### config.mk
export PLATFORM = sky130hd
export DESIGN_NAME = rv_stream_mcast_demux
export DESIGN_NICKNAME = d
export VERILOG_FILES = /design/src/rtl/rv_stream_mcast_demux.sv
export SDC_FILE = /design/constraint.sdc
export NUM_CORES = 1
export LEC_CHECK = 0
export BUFFER_PORTS_ARGS = -buffer_cell sky130_fd_sc_hd__buf_2
export CAP_MARGIN = 20
export CORE_ASPECT_RATIO = 1.1
export CORE_MARGIN = 2
export CORE_UTILIZATION = 44
export DETAILED_ROUTE_END_ITERATION = 16
export PLACE_DENSITY = 0.6
export SYNTH_ARGS = -nofsm -noshare
export SYNTH_HDL_FRONTEND = slang
export SYNTH_SLANG_ARGS = --single-unit
export TNS_END_PERCENT = 20
### constraint.sdc
create_clock -name clk -period 3.95 [get_ports clk]
set_input_delay 0.79 -clock clk [delete_from_list [all_inputs] [get_ports clk]]
set_output_delay 0.79 -clock clk [all_outputs]
set_load 0.01 [all_outputs]
### src/rtl/rv_stream_mcast_demux.sv
// -----------------------------------------------------------------------------
// rv_stream_mcast_demux
//
// Multi-lane stream demultiplexer with one first-word-fall-through FIFO per
// (destination, lane) pair. Each input lane steers its beat either to a single
// destination (index mode, MCAST=0) or to any subset of destinations (mask
// mode, MCAST=1). A multicast beat is written into every targeted FIFO on the
// same edge or not at all, so consumers never see a partial broadcast.
//
// Ports
//   clk        in   clock, all state updates on the rising edge
//   reset      in   synchronous active-high reset
//   sel_in     in   LANES*SELW        per-lane selector, lane j at [j*SELW +: SELW]
//   valid_in   in   LANES             per-lane input valid
//   data_in    in   LANES*DATAW       per-lane payload
//   ready_in   out  LANES             per-lane input ready
//   valid_out  out  NUM_REQS*LANES    output valid, slot i*LANES+j
//   data_out   out  NUM_REQS*LANES*DATAW  output payload (FIFO head)
//   ready_out  in   NUM_REQS*LANES    output ready
//   full_out   out  NUM_REQS*LANES    FIFO (i,j) holds DEPTH entries
// -----------------------------------------------------------------------------

// -----------------------------------------------------------------------------
// rv_stream_mcast_demux_fifo
//
// Single FWFT FIFO. DEPTH must be a power of two (>= 2) so the pointers wrap
// naturally. The head entry is visible on `head` whenever `valid` is high.
//
// Ports
//   clk, reset  clock and synchronous active-high reset
//   push        write push_data at the tail (caller guarantees !full)
//   push_data   payload to write
//   pop         consume the head entry (ignored while empty)
//   valid       FIFO holds at least one entry
//   full        FIFO holds DEPTH entries
//   head        current head entry
// -----------------------------------------------------------------------------
module rv_stream_mcast_demux_fifo #(
  parameter int DATAW = 8,
  parameter int DEPTH = 4
) (
  input  logic             clk,
  input  logic             reset,
  input  logic             push,
  input  logic [DATAW-1:0] push_data,
  input  logic             pop,
  output logic             valid,
  output logic             full,
  output logic [DATAW-1:0] head
);

  localparam int PTRW = $clog2(DEPTH);
  localparam int CNTW = $clog2(DEPTH + 1);

  logic [DATAW-1:0] mem [DEPTH];
  logic [PTRW-1:0]  rd_ptr;
  logic [PTRW-1:0]  wr_ptr;
  logic [CNTW-1:0]  count;
  logic             pop_en;

  // A pop with nothing stored is meaningless; gate it so pointers stay aligned.
  assign pop_en = pop & valid;

  always_ff @(posedge clk) begin
    // NOTE: sequential state uses non-blocking assignments so every register
    // samples the pre-edge values of its inputs, independent of block order.
    if (reset) begin
      rd_ptr <= '0;
      wr_ptr <= '0;
      count  <= '0;
    end else begin
      if (push) begin
        wr_ptr <= wr_ptr + PTRW'(1);
      end
      if (pop_en) begin
        rd_ptr <= rd_ptr + PTRW'(1);
      end
      case ({push, pop_en})
        2'b10:   count <= count + CNTW'(1);
        2'b01:   count <= count - CNTW'(1);
        default: count <= count;
      endcase
    end
  end

  // NOTE: the storage array is deliberately left out of reset; valid is derived
  // from count, so stale entries are never observable and the RAM stays plain.
  always_ff @(posedge clk) begin
    if (push) begin
      mem[wr_ptr] <= push_data;
    end
  end

  assign valid = (count != '0);
  assign full  = (count == CNTW'(DEPTH));
  assign head  = mem[rd_ptr];

endmodule

module rv_stream_mcast_demux #(
  parameter  int NUM_REQS     = 2,
  parameter  int LANES        = 1,
  parameter  int DATAW        = 8,
  parameter  int DEPTH        = 4,
  parameter  int MCAST        = 0,
  localparam int LOG_NUM_REQS = (NUM_REQS > 1) ? $clog2(NUM_REQS) : 1,
  localparam int SELW         = (MCAST != 0) ? NUM_REQS : LOG_NUM_REQS
) (
  input  logic                               clk,
  input  logic                               reset,
  input  logic [LANES*SELW-1:0]              sel_in,
  input  logic [LANES-1:0]                   valid_in,
  input  logic [LANES*DATAW-1:0]             data_in,
  output logic [LANES-1:0]                   ready_in,
  output logic [NUM_REQS*LANES-1:0]          valid_out,
  output logic [NUM_REQS*LANES*DATAW-1:0]    data_out,
  input  logic [NUM_REQS*LANES-1:0]          ready_out,
  output logic [NUM_REQS*LANES-1:0]          full_out
);

  // Target set per lane, lane-major: bit j*NUM_REQS+i means lane j -> dest i.
  logic [LANES*NUM_REQS-1:0] tgt;
  // Lane j has at least one targeted FIFO that is full.
  logic [LANES-1:0]          blocked;

  // ---------------------------------------------------------------------------
  // Selector decode
  // ---------------------------------------------------------------------------
  for (genvar j = 0; j < LANES; j++) begin : g_lane
    logic [NUM_REQS-1:0] lane_tgt;

    if (NUM_REQS == 1) begin : g_single
      // Only one destination exists: the selector carries no information.
      assign lane_tgt = 1'b1;
    end else if (MCAST != 0) begin : g_mask
      assign lane_tgt = sel_in[j*SELW +: NUM_REQS];
    end else begin : g_index
      logic [SELW-1:0] lane_sel;
      assign lane_sel = sel_in[j*SELW +: SELW];
      // An index at or above NUM_REQS matches no decoder output, so the beat
      // has an empty target set and is consumed without being stored.
      for (genvar i = 0; i < NUM_REQS; i++) begin : g_dec
        assign lane_tgt[i] = (lane_sel == SELW'(i));
      end
    end

    assign tgt[j*NUM_REQS +: NUM_REQS] = lane_tgt;
  end

  // ---------------------------------------------------------------------------
  // Input flow control
  // ---------------------------------------------------------------------------
  // Readiness looks only at registered fullness, never at ready_out, so a full
  // FIFO refuses a push even when it is being popped in the same cycle. This
  // keeps the consumer-to-producer path free of combinational logic.
  always_comb begin
    // NOTE: defaults first so every path assigns blocked and no latch appears.
    blocked = '0;
    for (int j = 0; j < LANES; j++) begin
      for (int i = 0; i < NUM_REQS; i++) begin
        if (tgt[j*NUM_REQS + i] && full_out[i*LANES + j]) begin
          blocked[j] = 1'b1;
        end
      end
    end
  end

  assign ready_in = {LANES{~reset}} & ~blocked;

  // ---------------------------------------------------------------------------
  // Per (destination, lane) FIFOs
  // ---------------------------------------------------------------------------
  for (genvar i = 0; i < NUM_REQS; i++) begin : g_dest
    for (genvar j = 0; j < LANES; j++) begin : g_fifo
      localparam int K = i*LANES + j;

      logic push;
      logic pop;

      // Accept is shared by every targeted FIFO of the lane, which makes a
      // multicast write atomic: either all targets take the beat or none do.
      assign push = valid_in[j] & ready_in[j] & tgt[j*NUM_REQS + i];
      assign pop  = ready_out[K];

      rv_stream_mcast_demux_fifo #(
        .DATAW (DATAW),
        .DEPTH (DEPTH)
      ) u_fifo (
        .clk       (clk),
        .reset     (reset),
        .push      (push),
        .push_data (data_in[j*DATAW +: DATAW]),
        .pop       (pop),
        .valid     (valid_out[K]),
        .full      (full_out[K]),
        .head      (data_out[K*DATAW +: DATAW])
      );
    end
  end

endmodule
# ---- Word-level counts from Yosys, hierarchy flattened
# Memories as Yosys holds them, arrays and structs flattened. A register that Yosys moved wholly into a read port is not among the register bits.
# Index checks and enable logic that the tools add are counted.
dict set report word_totals {
  regBits 14
  ram_bits 64
  output_inout_bits 21
  word_cells 49
  n_memories 2
}
# name depth width read_ports rd_clocked_by_memory_dff wr line_no
set mem_list {}
lappend mem_list {{g_dest[0].g_fifo[0].u_fifo.mem} 4 8 1 1 1 55} ;# logic [DATAW-1:0] mem [DEPTH];
lappend mem_list {{g_dest[1].g_fifo[0].u_fifo.mem} 4 8 1 1 1 55}
dict set report op_classes {
  n_addsub 8
  n_eq_ne 6
  mux 12
  bitwise_logic 9
  reduce_logical 6
}
# cell n
set ops {}
lappend ops {{$pmux W3 S2} 2}
lappend ops {{$add A2 B1 Y2 const B} 4}
lappend ops {{$mux W2} 4}
lappend ops {{$add A3 B1 Y3 const B} 2}
lappend ops {{$and A1 B1 Y1} 6}
lappend ops {{$eq A3 B3 Y1 const B} 2}
lappend ops {{$mux W1} 6}
lappend ops {{$reduce_bool A3 Y1} 2}
lappend ops {{$sub A3 B1 Y3 const B} 2}
lappend ops {{$eq A2 B1 Y1 const B} 2}
lappend ops {{$eq A2 B2 Y1 const B} 2}
lappend ops {{$reduce_bool A2 Y1} 2}
lappend ops {{$not A1 Y1} 3}
lappend ops {{$logic_and A1 B1 Y1} 2}

# ---- Logic depth before layout (Yosys ltp)
# Gate-level depths: netlist (run 1).
dict set report logic_depth {
  depth_word 10
  ltp_mapped 10
  depth_no_buf 9
}

# ---- Modules after synthesis
# Synthesis (run 1) repeated with hierarchy kept, for this count alone.
dict set report unflattened {
  hier_cells 185
  hier_area_um2 3290.7
}
# mod n_inst cells_per_inst area_per_inst_um2 seq_area_each_um2
set by_module_without_submodules {}
lappend by_module_without_submodules {rv_stream_mcast_demux_fifo 2 90 1622.8 1141.1}
lappend by_module_without_submodules {rv_stream_mcast_demux 1 5 45.0 0.0}

# ---- Worst setup path before layout (run 1)
# Ideal clock, no wire load.
dict set report synth_path {
  path_type {in2reg}
  startpoint {input reset}
  endpoint {register g_dest[1].g_fifo[0].u_fifo.count[2]}
  setup_time_ns 0.070
  t_arrival_ns 2.574
  t_required_ns 3.880
  path_slack_ns 1.306
  path_stages 10
  path_buffers 1
  cell_sequence {buf_2 and3b_1 and2_4 inv_1 ha_1 inv_1 fa_1 xor2_1 or3_1 a21oi_1}
}
dict set report synth_between {
  elab_chain_cells 6
  elab_cells_between_ends 8
  cone_classes {2 x eq/ne; 1 x mux; 4 x bitwise; 1 x reduce/logical}
}
# element line_no
set synth_rtl {}
lappend synth_rtl {{start, declared} 110} ;# input logic reset,
lappend synth_rtl {{$not A1 Y1} 168} ;# assign ready_in = {LANES{~reset}} & ~blocked;
lappend synth_rtl {{$and A1 B1 Y1} 168}
lappend synth_rtl {{$and A1 B1 Y1 (2 in a row)} 182} ;# assign push = valid_in[j] & ready_in[j] & tgt[j*NUM_REQS + i];
lappend synth_rtl {{$eq A2 B1 Y1 or $eq A2 B2 Y1 (tied branches)} 78} ;# case ({push, pop_en})
lappend synth_rtl {{$pmux W3 S2 or $reduce_bool A2 Y1 (tied branches)} --}
lappend synth_rtl {{end signal, assigned} 79} ;# 2'b10: count <= count + CNTW'(1);
lappend synth_rtl {{end signal, assigned} 80} ;# 2'b01: count <= count - CNTW'(1);
lappend synth_rtl {{end signal, assigned} 81} ;# default: count <= count;
lappend synth_rtl {{end, declared} 58} ;# logic [CNTW-1:0] count;
# Several ways; a longest one is shown, not always the timed one.
# A chain may end at the register's enable or synchronous reset.

# ---- Worst setup path in the final report (run 1)
# Ends and elaborated chain as after synthesis.

==> metrics, run 1 <==
outcome completed; Via density about 5.1; CP delay by family, top simple AND/OR/NAND/NOR gates; peak supply drop 0.000225 V; commonest non-fill, non-tap cell in the layout edfxtp_1; Synth Instances 196; Critical Path AT ~2.9 ns; CP Launch Type primary input; row count 33; clock insertion delay at the later pin of the skew report between 0.3 and 0.4 ns; Setup CP Type primary input to flop; Max-cap violations 0; grt total ovfl 0; P_int 1.53 mW; maximum root-to-sink buffer count 2; Final period util 65.0%; relative slew slack 63.1%; DRC 0; most frequent CP cell inv_1; final setup vio count 0; antenna-violating nets left 0; worst path cell trace buf_2 -> and3b_1 -> and2_4 -> inv_1 -> ha_1 -> inv_1 -> fa_1 -> xor2_1 -> or3_1 -> a21oi_1; Tightest Hold Check Type flop to flop; CTS tree built; Max stage delay on crit path 0.37 ns; Antenna diodes 0; Tmin final 2.57 ns; Crit Path Max Fanout 19; Worst Max-Slew Pin Slew roughly 0.55 ns; global-route wire length before repair 8670 um; clk sink count 82; count of cell types in the netlist 29; final hold vios 0; pwr/cell area 554 nW/um^2; largest family of logic cells by synthesized area multiplexers; first-iteration detailed-routing DRC count 88; Clock Tree Root clkbuf_8; Via Count 1651; cell taking the most area after synthesis edfxtp_1; max-slew violation count 0; Synth Area in Adders 4.97%; routed length per instance between 15 and 20 um; width of the die slightly below 90 um; GRT Resource Usage Total between 10 and 15%; Routed WL 5270 um; slowest stage cell, crit path fa_1; Post-Syn Nets between 200 and 250; post-synthesis xor/xnor area fraction 2.11%; Avg Cell Area, Syn roughly 17 sq um; Core ar. between 7000 and 8000 sq um; First-pass DRT Iterations 4; RSZ-0062 raised after global routing false; Post-Syn Area 3330 sq um; WP data required 4.23 ns; final setup margin 1.38 ns; most frequent cells in the layout edfxtp_1 (64), buf_2 (34), dfxtp_1 (18); Final nets 255; Clock Skews 0.00963 ns; post-synthesis sequential area ratio 68.6%; f_max 0.389 GHz; post-synthesis mux area share 10.8%; YS warnings 0; post-detail-place hpwl 3500 um; Net Sw Frac 26.2%; clock-pin slew on the worst setup and hold paths ~0.080 ns; vias in the first global route roughly 1700; share of cells above drive strength 1 between 20% and 30%; Post-Synth Simple-Gate Area 6.40%; Comb power frac 17.7%; static leakage between 1 and 1.5 nW; largest net degree at the start of global routing 20; initial antenna violation count 0; area added between synthesis and finish 12.9%; htree depth 3; clock share of power 31.5%; complex-gate fraction of the synthesized area between 3 and 4%; synth top area cells edfxtp_1 (58%), dfxtp_1 (11%), mux4_2 (11%); chip height between 90 and 100 um; Post-CTS Hold Buffers 0; Place WS 1.02 ns; # resized after CTS 0; WP buf/inv 3; Yosys reg bits approximately 80; Setup TNS 0 ns; die area between 8000 and 9000 sq um; area share of the largest cell type after synthesis between 50% and 60%; NetSw around 0.54 mW; IO buf count 34; io pins 35; total CTS buffers 9; register share of total power 50.8%; Setup Fix Bufs, Post-CTS 0; Worst Setup End Kind flop; Placer Congestion 0.688; Initial Util 45.0%
==> area by class of cell <==
| class | instances | area [sq um] |
|---|---|---|
| inverter | 14 | 52.6 |
| sequential | 82 | 2280 |
| clock inverter | 6 | 90.1 |
| multi-input combinational | 88 | 925 |
| tap | 87 | 109 |
| fill | 594 | 3630 |
| timing repair buffer | 34 | 170 |
| clock buffer | 10 | 128 |
==> worst register-to-register path, stage by stage (launching register included) <==
cell	delay (ns)
dfxtp_1	0.39
or3b_1	0.50
and2_4	0.21
inv_1	0.05
ha_1	0.18
inv_1	0.06
fa_1	0.37
xor2_1	0.16
or3_1	0.30
a21oi_1	0.13
==> worst paths after layout <==
check	startpoint	to	slack, ns	cells after the start
max	reset	g_dest[1].g_fifo[0].u_fifo.count[2]$_SDFFE_PP0P_	1.38	10
min	g_dest[1].g_fifo[0].u_fifo.wr_ptr[0]$_SDFFE_PP0P_	g_dest[1].g_fifo[0].u_fifo.wr_ptr[0]$_SDFFE_PP0P_	0.52	2
max reg2reg	g_dest[0].g_fifo[0].u_fifo.count[2]$_SDFFE_PP0P_	g_dest[0].g_fifo[0].u_fifo.count[2]$_SDFFE_PP0P_	1.53	9
min reg2reg	g_dest[1].g_fifo[0].u_fifo.wr_ptr[0]$_SDFFE_PP0P_	g_dest[1].g_fifo[0].u_fifo.wr_ptr[0]$_SDFFE_PP0P_	0.52	2
==> state kept, by name, summed over array words and instances, names as in the netlist, named ones only <==
name,flops
g_dest.g_fifo.u_fifo.rd_ptr,4
g_dest.g_fifo.u_fifo.wr_ptr,4
g_dest.g_fifo.u_fifo.count,6
g_dest.g_fifo.u_fifo.mem,64
==> power by group through the flow <==
| stage | logic, mW | registers (mW) | clock network (mW) |
|---|---|---|---|
| after floorplan | 0.333 | 1.02 | 0 |
| after global placement | 0.369 | 1.08 | 0 |
| after detailed placement | 0.373 | 1.08 | 0 |
| after CTS | 0.375 | 1.06 | 0.669 |
| after global routing | 0.417 | 1.07 | 0.709 |
| final | 0.369 | 1.06 | 0.655 |
==> cell usage after synthesis <==
cell,number
or3b_1,2
inv_1,14
xor2_1,6
o311ai_0,2
buf_1,2
o21ai_0,2
nor2_1,13
nand2b_1,2
a21oi_1,4
o31ai_4,1
buf_2,5
fa_1,2
o21ai_1,2
and2_4,2
o31ai_2,1
o31a_1,2
mux4_2,16
xnor2_1,2
and3_1,8
dfxtp_1,18
ha_1,10
clkbuf_1,1
and3b_1,1
a211oi_1,1
buf_4,4
edfxtp_1,64
nor3b_2,1
or3_1,4
nand3_1,4
==> through the flow <==
step	cells	total power, mW	instance area, sq um	util, %	hold slack, ns
after CTS	321	2.10	3760	50.8	0.523
after floorplan	196	1.36	3330	-	0.476
final	321	2.08	3760	50.8	0.520
after detailed placement	305	1.45	3540	47.9	0.513
after global placement	305	1.45	3540	47.9	0.514
after global routing	321	2.20	3760	50.8	0.556
==> routing by layer <==
| metal | wire, um | GRT usage [%] | vias to the layer above |
|---|---|---|---|
| met5 | 0 | 0 | - |
| met4 | 82 | 8.20 | 0 |
| met3 | 173 | 2.86 | 9 |
| met2 | 2580 | 23.3 | 31 |
| met1 | 2430 | 18.5 | 812 |
| li1 | - | - | 799 |
==> cell families (layout without fill, tap and decap cells) <==
| kind of cell | Yosys count | after routing |
|---|---|---|
| buf+inv | 26 | 64 |
| mux | 16 | 16 |
| simple gates | 37 | 37 |
| xor+xnor | 8 | 8 |
| flops | 82 | 82 |
| compound gates | 15 | 15 |
| fa+ha+maj | 12 | 12 |
Power figures use the tool's default switching activity.
==> run 2, diff against run 1 <==
Settings changed: ABC_AREA from default to 1, PLACE_DENSITY 0.6 to 0.62.
Clock period 3.95 ns to 2.2 ns, I/O delays scaled along.
==> run 2 against run 1 <==
  * First-iteration DRC count increased by 110%
  * Critical path depth decreased by 6
  * Final cell count increased by 37%
  * Synthesized cell count increased by 44%
  * Clock power increased by 56%
  * Non-clock buffer count increased by 13
  * Register-to-register slack got worse by 1.3 ns
  * Critical path type is now flop to output pin
  * Critical endpoint is now data_out[0]
  * Largest cell class unchanged
==> metrics, run 2 <==
Util after Layout ~52%; die area 8450 sq um; Avg Cell Area, Syn 12.0 sq um; Tightest Hold Check Type primary input to flop; area added between synthesis and finish 15.2%; antenna-violating nets left 0; Top Registers g_dest.g_fifo.u_fifo.mem: 64 flops, g_dest.g_fifo.u_fifo.count: 6 flops; Clock Tree Root clkbuf_8; FFs w/ async S/R, synth 0%; synth top area cells edfxtp_1 (57%), dfxtp_1 (11%), o21ai_0 (6.0%); Via density 4.82; CTS tree built; global-route wire length before repair 9710 um; first-iteration detailed-routing DRC count 187; worst path cell trace inv_1 -> o21ai_0 -> o22ai_1 -> buf_2; Top reg by flops g_dest.g_fifo.u_fifo.mem; clock insertion delay at the later pin of the skew report between 0.3 and 0.4 ns; RSZ-0062 raised after global routing false; Critical Path AT 1.51 ns; cell taking the most area after synthesis edfxtp_1; clock-pin slew on the worst setup and hold paths 0.07 ns; grt total ovfl 0; htree depth 3; list of most frequent post-synthesis cells edfxtp_1 (64), nor2_1 (48), o21ai_0 (41); io pins 35; Worst Setup End Kind output pin; clk sink count 82; Via Count 2122; Final nets 357; post-detail-place hpwl slightly below 4000 um; Post-Syn Nets ~310; relative slew slack 68.0%; Clock Skews a little under 0.01 ns; Synth Instances 283; WP data required about 1.8 ns; Placed Area 3730 sq um; # fillers 657; largest net degree at the start of global routing 17; Routed WL 5900 um; commonest non-fill, non-tap cell in the layout edfxtp_1; peak supply drop 0.000479 V; Setup Fix Bufs, Post-CTS 0; vias in the first global route 2009; Initial Util ~46%; final instance area 3920 sq um; Setup CP Type flop to output pin; Core ar. 7470 sq um; row count 33; count leader, synth edfxtp_1; YS warnings 0; Final period util roughly 89%; pwr/cell area 893 nW/um^2; WP buf/inv 2; IO buf count 34; share of cells above drive strength 1 23.9%; chip height 96.2 um; area share of the largest cell type after synthesis 56.5%; Max stage delay on crit path 0.36 ns; most frequent cells in the layout edfxtp_1 (64), nor2_1 (48), o21ai_0 (41); Placed Cells 425; GRT Resource Usage Total 15.6%; CP delay by family, top buffers and inverters; Post-Syn Area 3400 sq um; final setup margin 0.248 ns; DRC 0; count of cell types in the netlist 28; Crit Path Max Fanout 16; FF+latch area 2280 sq um; Tmin final between 1.5 and 2 ns; final hold vios 0; total CTS buffers 9; Yosys reg bits 82; maximum root-to-sink buffer count 2; hold_ws between 0.3 and 0.4 ns; Placer Congestion 0.721; CP Launch Type flop; final setup vio count 0; Place WS 0.0773 ns; Worst Max-Slew Pin Slew 0.480 ns; Antenna diodes 0; slowest stage cell, crit path inv_1; static leakage 1.46 nW; max-slew violation count 0; Max-cap violations 0; post-synthesis sequential area ratio 67.1%; outcome completed; routed length per instance 13.4 um; width of the die 87.8 um; initial antenna violation count 0; Power Total 3.50 mW; multi-input logic area 926 sq um; ys flop type edfxtp_1; First-pass DRT Iterations 4; EDFF count, synth 64; Setup TNS 0 ns; max reg flops 64; fin cells 440; f_max between 0.5 and 0.6 GHz
## run 2: final timing paths
check	startpoint	to	slack [ns]	cells past startpoint
min	reset	g_dest[0].g_fifo[0].u_fifo.count[1]$_SDFFE_PP0P_	0.30	2
max	flop	data_out[0]	0.25	4
min reg2reg	g_dest[1].g_fifo[0].u_fifo.count[0]$_SDFFE_PP0P_	g_dest[1].g_fifo[0].u_fifo.count[0]$_SDFFE_PP0P_	0.47	1
max reg2reg	g_dest[0].g_fifo[0].u_fifo.count[0]$_SDFFE_PP0P_	g_dest[1].g_fifo[0].u_fifo.count[2]$_SDFFE_PP0P_	0.27	12
## run 2: cell families after synthesis
logic type | count (synthesis) | synth area share (%)
AOI/OAI and AO/OA | 72 | 11.5
adders and majority gates | 12 | 4.86
buffers and inverters | 44 | 5.70
DFF | 82 | 67.1
and+or+nand+nor | 73 | 10.8
## run 2: per-layer routing
layer	global-route usage [%]	part of all wire [%]	vias to the layer above
met3	2.83	4.0	9
met1	19.7	46	985
li1	-	-	1079
met4	7.69	1.8	0
met2	25.7	49	49
met5	0	0	-
## run 2: area by class of cell
type	instances	area share, %
clock buffer	9	3.16
clock inverter	6	1.50
timing repair buffer	47	6.83
tap	105	3.35
inverter	34	3.26
sequential	82	58.3
multi-input combinational	157	23.6
## run 2: what timing repair did
item,CTS,global route
resized for setup,0,1
hold buffers,0,0
setup endpoints to repair,0,1
## run 2: report_power, final
part	internal [mW]	switching (mW)
Clock	0.510	0.509
Combinational	0.251	0.433
Sequential	1.74	0.0543
==> run 3, diff against run 2 <==
Settings changed: CORE_UTILIZATION 44 to 35, PLACE_DENSITY 0.62 to 0.51, TNS_END_PERCENT 20 to 30.
==> run 3 against run 2 <==
  * First-iteration DRC count decreased by 66%
  * Sequential share of layout area down 0.77 points
  * Hold slack got worse by 0.0027 ns
  * Sequential power barely moved
  * Design area rose by 1.3%
  * Final cell count rose by 3.2%
  * Non-clock buffer count increased by 1
  * Clock power is 9.8% higher
  * Largest cell class unchanged
==> metrics, run 3 (synthesis results as in run 2) <==
Clock Skews 0.00986 ns; hold_sp reset; commonest non-fill, non-tap cell in the layout edfxtp_1; Final period util 91.6%; Top Registers g_dest.g_fifo.u_fifo.mem: 64 flops, g_dest.g_fifo.u_fifo.count: 6 flops; pwr/cell area 910 nW/um^2; relative slew slack 68.1%; maximum root-to-sink buffer count 2; clock insertion delay at the later pin of the skew report about 0.34 ns; Setup Fix Bufs, Post-CTS 0; r2r startpoint g_dest[0].g_fifo[0].u_fifo.count[0]$_SDFFE_PP0P_; post-detail-place hpwl approximately 4200 um; grt total ovfl 0; Initial Util 36.2%; # fillers 891; io pins 35; Top reg by flops g_dest.g_fifo.u_fifo.mem; final hold vios 0; Setup TNS 0 ns; most frequent cells in the layout edfxtp_1 (64), nor2_1 (48), o21ai_0 (41); Worst Setup End Kind flop; die area 10500 sq um; first-iteration detailed-routing DRC count 63; Antenna diodes 0; initial antenna violation count 0; clock-pin slew on the worst setup and hold paths ~0.08 ns; Via Count 2101; Tightest Hold Check Type primary input to flop; Max-cap violations 0; largest net degree at the start of global routing 17; IO buf count 34; f_max 0.496 GHz; chip height 107 um; max reg flops 64; CTS tree built; Final nets about 360; Worst Max-Slew Pin Slew 0.478 ns; Setup CP Type flop to flop; htree depth 3; Placer Congestion ~0.74; peak supply drop 0.000471 V; Tmin final 2.02 ns; antenna-violating nets left 0; First-pass DRT Iterations 4; Core ar. 9400 sq um; # resized after CTS 0; Util after Layout 42.2%; WP data required 2.44 ns; Post-CTS Hold Buffers 0; area added between synthesis and finish 16.7%; RSZ-0062 raised after global routing false; multi-input logic area 925 sq um; GRT Resource Usage Total 12.7%; static leakage 1.49 nW; outcome completed; global-route wire length before repair 10300 um; width of the die 98.0 um; share of cells above drive strength 1 24.0%; CP Launch Type flop; Critical Path AT 2.25 ns; Via density around 4.6; final setup vio count 0; FF+latch area between 2000 and 2500 sq um; clk sink count 82; Clock Tree Root clkbuf_8; routed length per instance 13.9 um; total CTS buffers 9; row count 37; Routed WL 6310 um; vias in the first global route ~2100; Crit Path Max Fanout 5; CP startpoint g_dest[0].g_fifo[0].u_fifo.count[0]$_SDFFE_PP0P_; max-slew violation count 0; DRC 0
-- run 3: stage by stage --
stage / setup slack [ns] / instance area, sq um / cells / hold slack, ns / power [mW]
2_1_floorplan: 0.282 / 3400 / 283 / 0.442 / 2.33
3_3_place_gp: 0.122 / 3760 / 438 / 0.452 / 2.52
3_5_place_dp: 0.0719 / 3760 / 438 / 0.457 / 2.54
4_1_cts: 0.184 / 3970 / 454 / 0.285 / 3.67
5_1_grt: 0.0388 / 3970 / 454 / 0.300 / 3.82
6_report: 0.184 / 3970 / 454 / 0.297 / 3.61
-- run 3: path summary, 6_finish.rpt --
check / to / slack (ns) / cells past startpoint
max: g_dest[1].g_fifo[0].u_fifo.count[2]$_SDFFE_PP0P_ / 0.18 / 12
min: g_dest[0].g_fifo[0].u_fifo.count[1]$_SDFFE_PP0P_ / 0.30 / 2
max reg2reg: g_dest[1].g_fifo[0].u_fifo.count[2]$_SDFFE_PP0P_ / 0.18 / 12
min reg2reg: g_dest[1].g_fifo[0].u_fifo.count[0]$_SDFFE_PP0P_ / 0.47 / 1
-- run 3: cell type report --
type	instances	area share, %
multi-input combinational	157	23.3
clock inverter	5	1.54
clock buffer	11	3.84
inverter	34	3.21
tap	117	3.69
timing repair buffer	48	6.93
sequential	82	57.5
-- run 3: critical path: stages, from the launching register on --
cell	delay [ns]
dfxtp_1	0.34
nor2_4	0.17
nand3_2	0.09
nand4_1	0.12
nor2_2	0.06
inv_2	0.08
ha_1	0.14
inv_1	0.06
fa_1	0.38
a21oi_1	0.14
o21ai_0	0.11
o21ai_0	0.16
a21oi_1	0.05
-- run 3: per-layer routing --
metal | routed length (um) | part of all wire [%] | GRT usage (%)
met1 | 2870 | 46 | 15.6
met4 | 92 | 1.5 | 4.46
met3 | 234 | 3.7 | 2.99
met5 | 0 | 0 | 0
met2 | 3110 | 49 | 21.9
-- run 3: report_power, final --
| part | switching (mW) | leakage (nW) | total, mW | internal, mW |
|---|---|---|---|---|
| clock network | 0.523 | 0.109 | 1.12 | 0.598 |
| registers | 0.0546 | 0.725 | 1.79 | 1.74 |
| logic | 0.444 | 0.654 | 0.697 | 0.253 |
